--- config.mk ---
export PLATFORM = sky130hd
export DESIGN_NAME = ahbl_excl_monitor
export DESIGN_NICKNAME = d
export VERILOG_FILES = /design/src/rtl/ahbl_pkg.sv /design/src/rtl/ahbl_excl_resv_table.sv /design/src/rtl/ahbl_excl_monitor.sv
export SDC_FILE = /design/constraint.sdc
export NUM_CORES = 1
export LEC_CHECK = 0
export ABC_AREA = 1
export CORE_UTILIZATION = 41
export DETAILED_ROUTE_END_ITERATION = 16
export HOLD_SLACK_MARGIN = 0.15
export PLACE_DENSITY_LB_ADDON = 0.05
export SLEW_MARGIN = 20
export SYNTH_ARGS = -nofsm -noshare
export SYNTH_HDL_FRONTEND = slang
export SYNTH_SLANG_ARGS = --single-unit
--- constraint.sdc ---
create_clock -name clk -period 2.35 [get_ports clk]
set_input_delay 0.47 -clock clk [delete_from_list [all_inputs] [get_ports clk]]
set_output_delay 0.47 -clock clk [all_outputs]
set_load 0.03 [all_outputs]
--- src/rtl/ahbl_pkg.sv ---
// ---------------------------------------------------------------------------
// ahbl_pkg
// Shared AHB-Lite definitions for the exclusive-access monitor slice.
//   - HTRANS encodings
//   - granule_of():   address -> reservation granule (address >> granule_log2)
//   - master_known(): true when an hmaster value maps onto a reservation entry
// ---------------------------------------------------------------------------
package ahbl_pkg;

  localparam logic [1:0] HTRANS_IDLE   = 2'b00;
  localparam logic [1:0] HTRANS_BUSY   = 2'b01;
  localparam logic [1:0] HTRANS_NONSEQ = 2'b10;
  localparam logic [1:0] HTRANS_SEQ    = 2'b11;

  localparam int unsigned W_HMASTER = 8;

  // Callers zero-extend their address to 64 bits and truncate the result to
  // their own tag width, which keeps this helper independent of W_ADDR.
  function automatic logic [63:0] granule_of(input logic [63:0] addr,
                                             input int unsigned granule_log2);
    return addr >> granule_log2;
  endfunction

  function automatic logic master_known(input logic [W_HMASTER-1:0] hmaster,
                                        input int unsigned n_masters);
    return (32'(hmaster) < n_masters);
  endfunction

endpackage

--- src/rtl/ahbl_excl_resv_table.sv ---
// ---------------------------------------------------------------------------
// ahbl_excl_resv_table
// One reservation (valid + granule tag) per master.
// Ports:
//   clk, rst             clock, synchronous active-high reset (clears valids)
//   set_en/idx/tag       write entry[idx] = {1, tag}
//   clr_en/clr_tag       invalidate every entry whose tag equals clr_tag
//   clr_idx_en/clr_idx   invalidate entry[clr_idx]
//   lookup_idx/tag/hit   combinational lookup against the table *as it will
//                        be after this cycle's set/clear* (forwarded view)
// ---------------------------------------------------------------------------
module ahbl_excl_resv_table #(
  parameter int unsigned N_MASTERS = 2,
  parameter int unsigned W_TAG     = 29,
  parameter int unsigned W_IDX     = 1
) (
  input  logic             clk,
  input  logic             rst,
  input  logic             set_en,
  input  logic [W_IDX-1:0] set_idx,
  input  logic [W_TAG-1:0] set_tag,
  input  logic             clr_en,
  input  logic [W_TAG-1:0] clr_tag,
  input  logic             clr_idx_en,
  input  logic [W_IDX-1:0] clr_idx,
  input  logic [W_IDX-1:0] lookup_idx,
  input  logic [W_TAG-1:0] lookup_tag,
  output logic             lookup_hit
);

  // Hit vector padded to the full index range so any lookup_idx is in range.
  localparam int unsigned N_SLOTS = 2 ** W_IDX;

  logic [N_SLOTS-1:0] hit_vec;

  generate
    for (genvar gi = 0; gi < N_SLOTS; gi++) begin : g_entry
      if (gi < N_MASTERS) begin : g_real
        logic             valid_reg, valid_next;
        logic [W_TAG-1:0] tag_reg, tag_next;

        // A set and a clear never coincide (they come from one data phase),
        // so the ordering below only matters for robustness.
        always_comb begin
          valid_next = valid_reg;
          tag_next   = tag_reg;
          if (clr_en && (tag_reg == clr_tag)) begin
            valid_next = 1'b0;
          end
          if (clr_idx_en && (clr_idx == W_IDX'(gi))) begin
            valid_next = 1'b0;
          end
          if (set_en && (set_idx == W_IDX'(gi))) begin
            valid_next = 1'b1;
            tag_next   = set_tag;
          end
        end

        always_ff @(posedge clk) begin
          if (rst) begin
            valid_reg <= 1'b0;
            tag_reg   <= '0;
          end else begin
            valid_reg <= valid_next;
            tag_reg   <= tag_next;
          end
        end

        // Lookup uses the next-state view so a check issued in the same cycle
        // as a completing update already sees that update.
        assign hit_vec[gi] = valid_next && (tag_next == lookup_tag);
      end else begin : g_pad
        assign hit_vec[gi] = 1'b0;
      end
    end
  endgenerate

  assign lookup_hit = hit_vec[lookup_idx];

endmodule

--- src/rtl/ahbl_excl_monitor.sv ---
// ---------------------------------------------------------------------------
// ahbl_excl_monitor
// Global exclusive-access monitor between a crossbar slave port (src_*) and a
// shared AHB-Lite memory slave (dst_*). Zero wait states added; all transfer
// signals pass through combinationally.
// Ports:
//   clk, rst                 clock, synchronous active-high reset
//   src_hready               bus HREADY from the crossbar
//   src_haddr..src_hwdata    address/data-phase signals from the crossbar
//   src_hexcl, src_hmaster   exclusive flag and master id (address phase)
//   src_hready_resp, src_hresp, src_hrdata, src_hexokay   response to crossbar
//   dst_*                    pass-through to the slave; dst_htrans is forced
//                            IDLE for a failing exclusive write
// A failing exclusive write never reaches the slave: the monitor owns its
// single-cycle OKAY data phase with hrdata=0 and hexokay=0.
// ---------------------------------------------------------------------------
module ahbl_excl_monitor
  import ahbl_pkg::*;
#(
  parameter int unsigned N_MASTERS    = 2,
  parameter int unsigned W_ADDR       = 32,
  parameter int unsigned W_DATA       = 32,
  parameter int unsigned GRANULE_LOG2 = 3
) (
  input  logic              clk,
  input  logic              rst,
  input  logic              src_hready,
  output logic              src_hready_resp,
  output logic              src_hresp,
  input  logic [W_ADDR-1:0] src_haddr,
  input  logic              src_hwrite,
  input  logic [1:0]        src_htrans,
  input  logic [2:0]        src_hsize,
  input  logic [2:0]        src_hburst,
  input  logic [3:0]        src_hprot,
  input  logic              src_hmastlock,
  input  logic [W_DATA-1:0] src_hwdata,
  output logic [W_DATA-1:0] src_hrdata,
  input  logic              src_hexcl,
  input  logic [7:0]        src_hmaster,
  output logic              src_hexokay,
  output logic              dst_hready,
  input  logic              dst_hready_resp,
  input  logic              dst_hresp,
  output logic [W_ADDR-1:0] dst_haddr,
  output logic              dst_hwrite,
  output logic [1:0]        dst_htrans,
  output logic [2:0]        dst_hsize,
  output logic [2:0]        dst_hburst,
  output logic [3:0]        dst_hprot,
  output logic              dst_hmastlock,
  output logic [W_DATA-1:0] dst_hwdata,
  input  logic [W_DATA-1:0] dst_hrdata
);

  localparam int unsigned W_IDX = (N_MASTERS > 1) ? $clog2(N_MASTERS) : 1;
  localparam int unsigned W_TAG = W_ADDR - GRANULE_LOG2;

  // ---------------- address phase decode ----------------
  logic             a_accept;
  logic             a_known;
  logic [W_IDX-1:0] a_midx;
  logic [W_TAG-1:0] a_granule;
  logic             a_hit;
  logic             a_pass;
  logic             a_supp;

  assign a_accept  = src_hready & src_htrans[1];
  assign a_known   = master_known(src_hmaster, N_MASTERS);
  assign a_midx    = src_hmaster[W_IDX-1:0];
  assign a_granule = W_TAG'(granule_of(64'(src_haddr), GRANULE_LOG2));
  assign a_pass    = a_known & a_hit;
  assign a_supp    = a_accept & src_hexcl & src_hwrite & ~a_pass;

  // ---------------- data-phase state ----------------
  logic             dp_valid_reg,   dp_valid_next;
  logic             dp_write_reg,   dp_write_next;
  logic             dp_excl_reg,    dp_excl_next;
  logic             dp_known_reg,   dp_known_next;
  logic [W_IDX-1:0] dp_midx_reg,    dp_midx_next;
  logic [W_TAG-1:0] dp_granule_reg, dp_granule_next;
  logic             dp_supp_reg,    dp_supp_next;

  always_comb begin
    dp_valid_next   = dp_valid_reg;
    dp_write_next   = dp_write_reg;
    dp_excl_next    = dp_excl_reg;
    dp_known_next   = dp_known_reg;
    dp_midx_next    = dp_midx_reg;
    dp_granule_next = dp_granule_reg;
    dp_supp_next    = dp_supp_reg;
    if (src_hready) begin
      dp_valid_next   = a_accept;
      dp_write_next   = src_hwrite;
      dp_excl_next    = src_hexcl;
      dp_known_next   = a_known;
      dp_midx_next    = a_midx;
      dp_granule_next = a_granule;
      dp_supp_next    = a_supp;
    end
  end

  always_ff @(posedge clk) begin
    if (rst) begin
      dp_valid_reg   <= 1'b0;
      dp_write_reg   <= 1'b0;
      dp_excl_reg    <= 1'b0;
      dp_known_reg   <= 1'b0;
      dp_midx_reg    <= '0;
      dp_granule_reg <= '0;
      dp_supp_reg    <= 1'b0;
    end else begin
      dp_valid_reg   <= dp_valid_next;
      dp_write_reg   <= dp_write_next;
      dp_excl_reg    <= dp_excl_next;
      dp_known_reg   <= dp_known_next;
      dp_midx_reg    <= dp_midx_next;
      dp_granule_reg <= dp_granule_next;
      dp_supp_reg    <= dp_supp_next;
    end
  end

  // ---------------- response path ----------------
  // With no transfer in its data phase (including straight after reset) the
  // monitor answers OKAY/ready itself; a suppressed write is likewise owned
  // here because the slave only ever saw IDLE.
  always_comb begin
    src_hready_resp = 1'b1;
    src_hresp       = 1'b0;
    src_hrdata      = dst_hrdata;
    if (dp_valid_reg && !dp_supp_reg) begin
      src_hready_resp = dst_hready_resp;
      src_hresp       = dst_hresp;
    end
    if (dp_valid_reg && dp_supp_reg) begin
      src_hrdata = '0;
    end
  end

  // Successful completion of a transfer the slave actually performed.
  logic dp_ok;
  assign dp_ok = dp_valid_reg & ~dp_supp_reg & src_hready_resp & ~src_hresp;

  logic set_en, clr_en, clr_idx_en;
  assign set_en     = dp_ok & dp_excl_reg & ~dp_write_reg & dp_known_reg;
  assign clr_en     = dp_ok & dp_write_reg;
  assign clr_idx_en = dp_ok & dp_write_reg & dp_excl_reg & dp_known_reg;

  // A non-suppressed exclusive write has passed, which implies a known master.
  assign src_hexokay = dp_ok & dp_excl_reg & (dp_write_reg | dp_known_reg);

  ahbl_excl_resv_table #(
    .N_MASTERS (N_MASTERS),
    .W_TAG     (W_TAG),
    .W_IDX     (W_IDX)
  ) u_table (
    .clk        (clk),
    .rst        (rst),
    .set_en     (set_en),
    .set_idx    (dp_midx_reg),
    .set_tag    (dp_granule_reg),
    .clr_en     (clr_en),
    .clr_tag    (dp_granule_reg),
    .clr_idx_en (clr_idx_en),
    .clr_idx    (dp_midx_reg),
    .lookup_idx (a_midx),
    .lookup_tag (a_granule),
    .lookup_hit (a_hit)
  );

  // ---------------- pass-through ----------------
  assign dst_hready    = src_hready;
  assign dst_haddr     = src_haddr;
  assign dst_hwrite    = src_hwrite;
  assign dst_htrans    = a_supp ? HTRANS_IDLE : src_htrans;
  assign dst_hsize     = src_hsize;
  assign dst_hburst    = src_hburst;
  assign dst_hprot     = src_hprot;
  assign dst_hmastlock = src_hmastlock;
  assign dst_hwdata    = src_hwdata;

endmodule

Word level (Yosys, flattened, before mapping)
Cells that the tools add are included.
{"block": "classes", "n_lt_le_gt_ge": 2, "eq_ne": 4, "n_mux": 14, "bitwise_logic": 21, "n_reduce_logical": 11}
{"operator": "29-bit equality test", "n": 4}
{"operator": "29-bit two-way mux", "n": 2}
{"operator": "32-bit two-way mux", "n": 1}
{"operator": "1-bit AND", "n": 15}
{"operator": "1-bit logical AND", "n": 10}
{"operator": "1-bit two-way mux", "n": 10}
{"operator": "8-bit by 2-bit less-than comparator with 1-bit output (second input constant)", "n": 1}
{"operator": "1-bit inverter", "n": 5}
{"operator": "1-bit by 2-bit less-than comparator with 1-bit output (second input constant)", "n": 1}
{"operator": "2-bit two-way mux", "n": 1}
{"operator": "1-bit zero test", "n": 1}
{"operator": "1-bit OR", "n": 1}
{"block": "totals", "ff_bits": 95, "input_bits": 124, "output_inout_bits": 114, "wordCells": 63}

Logic depth before layout (Yosys ltp)
{"block": "depth", "word_depth": 18, "mapped_depth": 20, "mapped_depth_nobuf": 19}

Cells and area by module
From an unflattened synthesis, not the netlist that was laid out.
{"block": "unflattened", "cells_unflattened": 1155, "area_unflattened_um2": 6720.2}
{"mod": "ahbl_excl_resv_table", "n_inst": 1, "cells_per_inst": 827, "area_each_um2": 4495.6, "seq_area_each_um2": 1201.2}
{"mod": "ahbl_excl_monitor", "n_inst": 1, "cells_per_inst": 328, "area_each_um2": 2224.6, "seq_area_each_um2": 700.7}

Worst setup path before layout
No wires, ideal clock.
{"block": "synth_timing", "kind": "in2out", "from": "in dst_hresp", "to": "out dst_htrans[0]", "t_arrival_ns": 2.123, "t_required_ns": 1.880, "slack_ns": -0.243, "stages": 19, "n_path_buf": 2, "path_cell_list": "inv_1 nand2_1 nor2_4 nand3_2 buf_4 buf_6 nand2_1 nand3_1 nand2_1 nand2_1 nor2_1 nand2_1 nor2_1 nand3_1 nand2_1 nand3_1 nand2_1 inv_2 nor2_2"}
{"block": "synth_between", "elab_chain_cells": 16, "elab_cells_between_ends": 33, "classes_between": "eq/ne (2); mux (12); bitwise (11); reduce/logical (8)"}
{"element": "start, declared", "line_no": "ahbl_excl_monitor.sv:44", "source": "input logic dst_hresp,"}
{"element": "1-bit two-way mux (*)", "line_no": "ahbl_excl_monitor.sv:131", "source": "if (dp_valid_reg && !dp_supp_reg) begin"}
{"element": "1-bit inverter (*)", "line_no": "ahbl_excl_monitor.sv:142", "source": "assign dp_ok = dp_valid_reg & ~dp_supp_reg & src_hready_resp & ~src_hresp;"}
{"element": "1-bit AND (*)", "line_no": "ahbl_excl_monitor.sv:142"}
{"element": "1-bit AND (on tied branches)", "line_no": "ahbl_excl_monitor.sv:145, ahbl_excl_monitor.sv:146, ahbl_excl_monitor.sv:147"}
{"element": "1-bit AND (on tied branches) (2 in series)", "line_no": "ahbl_excl_monitor.sv:145, ahbl_excl_monitor.sv:147"}
{"element": "1-bit logical AND (on tied branches)", "line_no": "ahbl_excl_resv_table.sv:53, ahbl_excl_resv_table.sv:50"}
{"element": "29-bit two-way mux / 1-bit two-way mux (equally long branches)", "line_no": "ahbl_excl_resv_table.sv:53, ahbl_excl_resv_table.sv:50"}
{"element": "29-bit equality test / 1-bit two-way mux (equally long branches)", "line_no": "ahbl_excl_resv_table.sv:71, ahbl_excl_resv_table.sv:53"}
{"element": "1-bit logical AND", "line_no": "ahbl_excl_resv_table.sv:71", "source": "assign hit_vec[gi] = valid_next && (tag_next == lookup_tag);"}
{"element": "1-bit two-way mux (not written as such) (*) (2 in series)", "line_no": "ahbl_excl_resv_table.sv:78", "source": "assign lookup_hit = hit_vec[lookup_idx];"}
{"element": "1-bit AND (*)", "line_no": "ahbl_excl_monitor.sv:72", "source": "assign a_pass = a_known & a_hit;"}
{"element": "1-bit inverter (*)", "line_no": "ahbl_excl_monitor.sv:73", "source": "assign a_supp = a_accept & src_hexcl & src_hwrite & ~a_pass;"}
{"element": "1-bit AND (*)", "line_no": "ahbl_excl_monitor.sv:73"}
{"element": "2-bit two-way mux (*)", "line_no": "ahbl_excl_monitor.sv:175", "source": "assign dst_htrans = a_supp ? HTRANS_IDLE : src_htrans;"}
{"element": "end, declared", "line_no": "ahbl_excl_monitor.sv:47", "source": "output logic [1:0] dst_htrans,"}
Mark *: on every way between the ends. The rest lies on a longest branch, timed or not. The select of a mux whose other input is x is not followed.

Worst setup path in the final report
{"block": "layout_timing", "from": "reg dp_excl_reg", "to": "out dst_htrans[1]"}
{"block": "layout_between", "elab_chain_cells": 13, "elab_cells_between_ends": 25, "classes_between": "eq/ne (2); mux (9); bitwise (8); reduce/logical (6)"}
{"element": "start, declared", "line_no": "ahbl_excl_monitor.sv:78", "source": "logic dp_excl_reg, dp_excl_next;"}
{"element": "start signal, assigned", "line_no": "ahbl_excl_monitor.sv:115", "source": "dp_excl_reg <= dp_excl_next;"}
{"element": "1-bit AND (3 in series)", "line_no": "ahbl_excl_monitor.sv:145", "source": "assign set_en = dp_ok & dp_excl_reg & ~dp_write_reg & dp_known_reg;"}
{"element": "1-bit logical AND", "line_no": "ahbl_excl_resv_table.sv:53", "source": "if (set_en && (set_idx == W_IDX'(gi))) begin"}
{"element": "29-bit two-way mux", "line_no": "ahbl_excl_resv_table.sv:53"}
{"element": "29-bit equality test", "line_no": "ahbl_excl_resv_table.sv:71"}
{"element": "1-bit logical AND", "line_no": "ahbl_excl_resv_table.sv:71"}
{"element": "1-bit two-way mux (not written as such) (*) (2 in series)", "line_no": "ahbl_excl_resv_table.sv:78"}
{"element": "1-bit AND (*)", "line_no": "ahbl_excl_monitor.sv:72"}
{"element": "1-bit inverter (*)", "line_no": "ahbl_excl_monitor.sv:73"}
{"element": "1-bit AND (*)", "line_no": "ahbl_excl_monitor.sv:73"}
{"element": "2-bit two-way mux (*)", "line_no": "ahbl_excl_monitor.sv:175"}
Marked as above.

==> flow_metrics.tcl <==
set metrics [dict create \
    stdcell_area_um2 9460 \
    core_area_um2 15800 \
    fin_skew_ps 8.45 \
    post_drt_wl_per_cell_um 13.7 \
    drt_iter0_markers 324 \
    grtUsageTotal_pct 26.1 \
    setup-tns-final_ps -2430 \
    finalSetupViolCount 3 \
    largest_reg_flops 58 \
    dieArea_um2 16600 \
    ys_seq_area_share_pct 28.8 \
    path_common_cell "nand2_1" \
    numCtsBuffers 9 \
    cts_sinks 95 \
    synth-seq-cells 95 \
    drive_gt1_share_pct 19.9 \
    htreeDepth 3 \
    netlist_area_um2 6610 \
    crit_fanout 11 \
    yosysTopAreaCell "dfxtp_1" \
    detailed_place_hpwl_um 15200 \
    r2r_end "dp_supp_reg" \
    syn-num-nets 1224 \
    nNetsFinal 1448 \
    final_util_pct 59.8 \
    yosys_warnings 0 \
    crit_path_max_incr_delay_ps 340 \
    synth_top_area_share_pct 28.8 \
    hp-class "in2reg" \
    slew_headroom_pct 46.7 \
    timing.final.crit_share_pct 135 \
    fin_ws_ps -824 \
    hold_depth 3 \
    fp-row-count 46 \
    hold_end "dp_write_reg" \
    status "complete, but fails checks" \
    ioPinCount 238 \
    ant_nets 0 \
    wirelength_um 21200 \
    grt_pass1_wl_um 33300 \
    p_per_area_nw_per_um2 435 \
    worstSetupPathType "reg2out" \
    drc 0 \
    clk_pin_slew_worst_paths_ps 70 \
    critPathLaunchType "flip-flop" \
    port_buffers 145 \
    layout-area-overhead-vs-synth_pct 43.2 \
    grt_pass1_vias 6654 \
    tritoncts "yes" \
    fp.dieH_um 129 \
    hold_start "src_hready" \
    dr.pass1.iters 5 \
    r2r_slack_ps -780 \
    postSynthAreaPerCell_um2 6.01 \
    drv_cap 0 \
    max_freq_mhz 315 \
    finalHoldViolations 0 \
    netlist_instances 1100 \
    worst_pin_slew_ps 800 \
    place_inst 1514 \
    grt_max_degree 68 \
    cp-end-kind "primary output" \
    finalPower_mw 4.11 \
    failed_checks "setup timing" \
    grt_overflow_total 0 \
    reg2reg_from "dp_excl_reg" \
    fin_cells 1546 \
    required_ps 1880 \
    crit_path_top_delay_cell "dfxtp_2" \
    cts_root_buf "clkbuf_16" \
    rsz0062_at_grt "true" \
    ys_top_cells_by_area "dfxtp_1, nand2_1, buf_4, inv_1, nor2_1" \
    crit_chain "nand2_2, nor2_4, nand3_4, buf_12, inv_2, buf_4, nand2_1, nand3_1, nand2_1, nor2_1, nand2_1, nor2_2, nand3_1, nand2_1, nand3_2, nand2_2, inv_4, nor2_4, buf_6" \
    start_util_pct 41.7 \
    ff2ff_path_depth 24 \
    grt_antenna_before_repair 1 \
    detailed_place.area_um2 8920 \
    via_count 7208 \
    hold_slack_ps 427 \
    p_leak_nw 4.67 \
    clockBufferDepth 2 \
    period_needed_ps 3170 \
    synth_cell_types 26 \
    vdd_drop_max_v 0.000333 \
    routabilityCongestion 0.840 \
    clock_latency_ps 360 \
    via_per_inst 4.66 \
    slew_viol_final 0 \
    place_ws_ps -1340 \
    die_w_um 129 \
    arrival_ps 2700 \
]
-- worst max-delay path by stage --
| stage | from | end | slack (ps) | cells past startpoint |
|---|---|---|---|---|
| after CTS | dp_known_reg | dst_htrans[1] | -870 | 19 |
| after global placement | dst_hresp | dst_htrans[0] | -1290 | 21 |
| after detailed placement | dst_hresp | dst_htrans[0] | -1340 | 21 |
| after floorplan | dst_hresp | dst_htrans[0] | -160 | 17 |
| final | dp_excl_reg | dst_htrans[1] | -820 | 19 |
| after global routing | dp_excl_reg | dst_htrans[1] | -1020 | 19 |
-- worst max-delay path, delay by kind of cell, from the launching register on --
kind                   cells  cell delay, ps
buffers and inverters      5             620
flip-flops                 1             340
AND/OR/NAND/NOR           14            1380
-- logic make-up (layout without fill, tap and decap cells) --
| kind of cell | Yosys count | after routing | share of synthesized area, % |
|---|---|---|---|
| AND/OR/NAND/NOR | 556 | 556 | 34.4 |
| XOR/XNOR | 37 | 37 | 4.91 |
| other | 0 | 1 | 0 |
| flip-flops | 95 | 95 | 28.8 |
| buffers and inverters | 285 | 514 | 21.4 |
| AO/OA/AOI/OAI | 127 | 127 | 10.5 |
-- cells in the mapped netlist --
master,count
xor2_1,2
nand2_2,1
a21oi_1,47
buf_1,1
inv_1,160
o31ai_1,2
o21ai_1,11
buf_2,6
o21ai_0,45
nand4_1,35
nand3_2,2
nand3_1,41
or2_2,1
nor2_4,2
clkbuf_1,30
nor2_2,2
inv_2,3
nor3_1,3
buf_6,5
buf_4,80
nor4_1,1
nor2_1,129
nand2_1,339
dfxtp_1,95
xnor2_1,35
o211ai_1,22
-- cell usage in the layout, fill, tap and decap left out, drive strengths merged --
master,count
nand2,340
buf,197
inv,165
nor2,133
clkdlybuf4s50,105
dfxtp,95
o21ai,56
a21oi,47
nand3,43
nand4,35
xnor2,35
dlygate4sd2,32
o211ai,22
clkbuf,13
nor3,3
xor2,2
o31ai,2
diode,1
nor4,1
or2,1
clkinvlp,1
clkdlybuf4s15,1
-- layout make-up --
class                      count  area, um^2
multi-input combinational    720        3430
clock inverter                 3        25.0
clock buffer                  13         260
fill                        1576        6370
sequential                    95        1900
inverter                     163         627
timing repair buffer         335        2930
antenna                        1        2.50
tap                          216         270
-- report_power, final --
| group | internal [mW] | switching (mW) |
|---|---|---|
| Combinational | 0.434 | 0.519 |
| Clock | 0.786 | 0.678 |
| Sequential | 1.65 | 0.0445 |
-- timing repair --
action                     4_1_cts  5_1_grt
cloned                           2        0
resized for setup               78        7
pin swaps                       22       13
buffers inserted                12        2
setup endpoints to repair       35        3
hold buffers                     0        0
-- routing by layer --
| layer | up-vias | part of all wire, % | global-route usage, % |
|---|---|---|---|
| met1 | 3219 | 44 | 32.1 |
| li1 | 3784 | - | - |
| met3 | 24 | 5.6 | 4.24 |
| met4 | 0 | 1.5 | 8.86 |
| met5 | - | 0 | 0 |
| met2 | 181 | 49 | 46.1 |
Power figures use the tool's default switching activity.
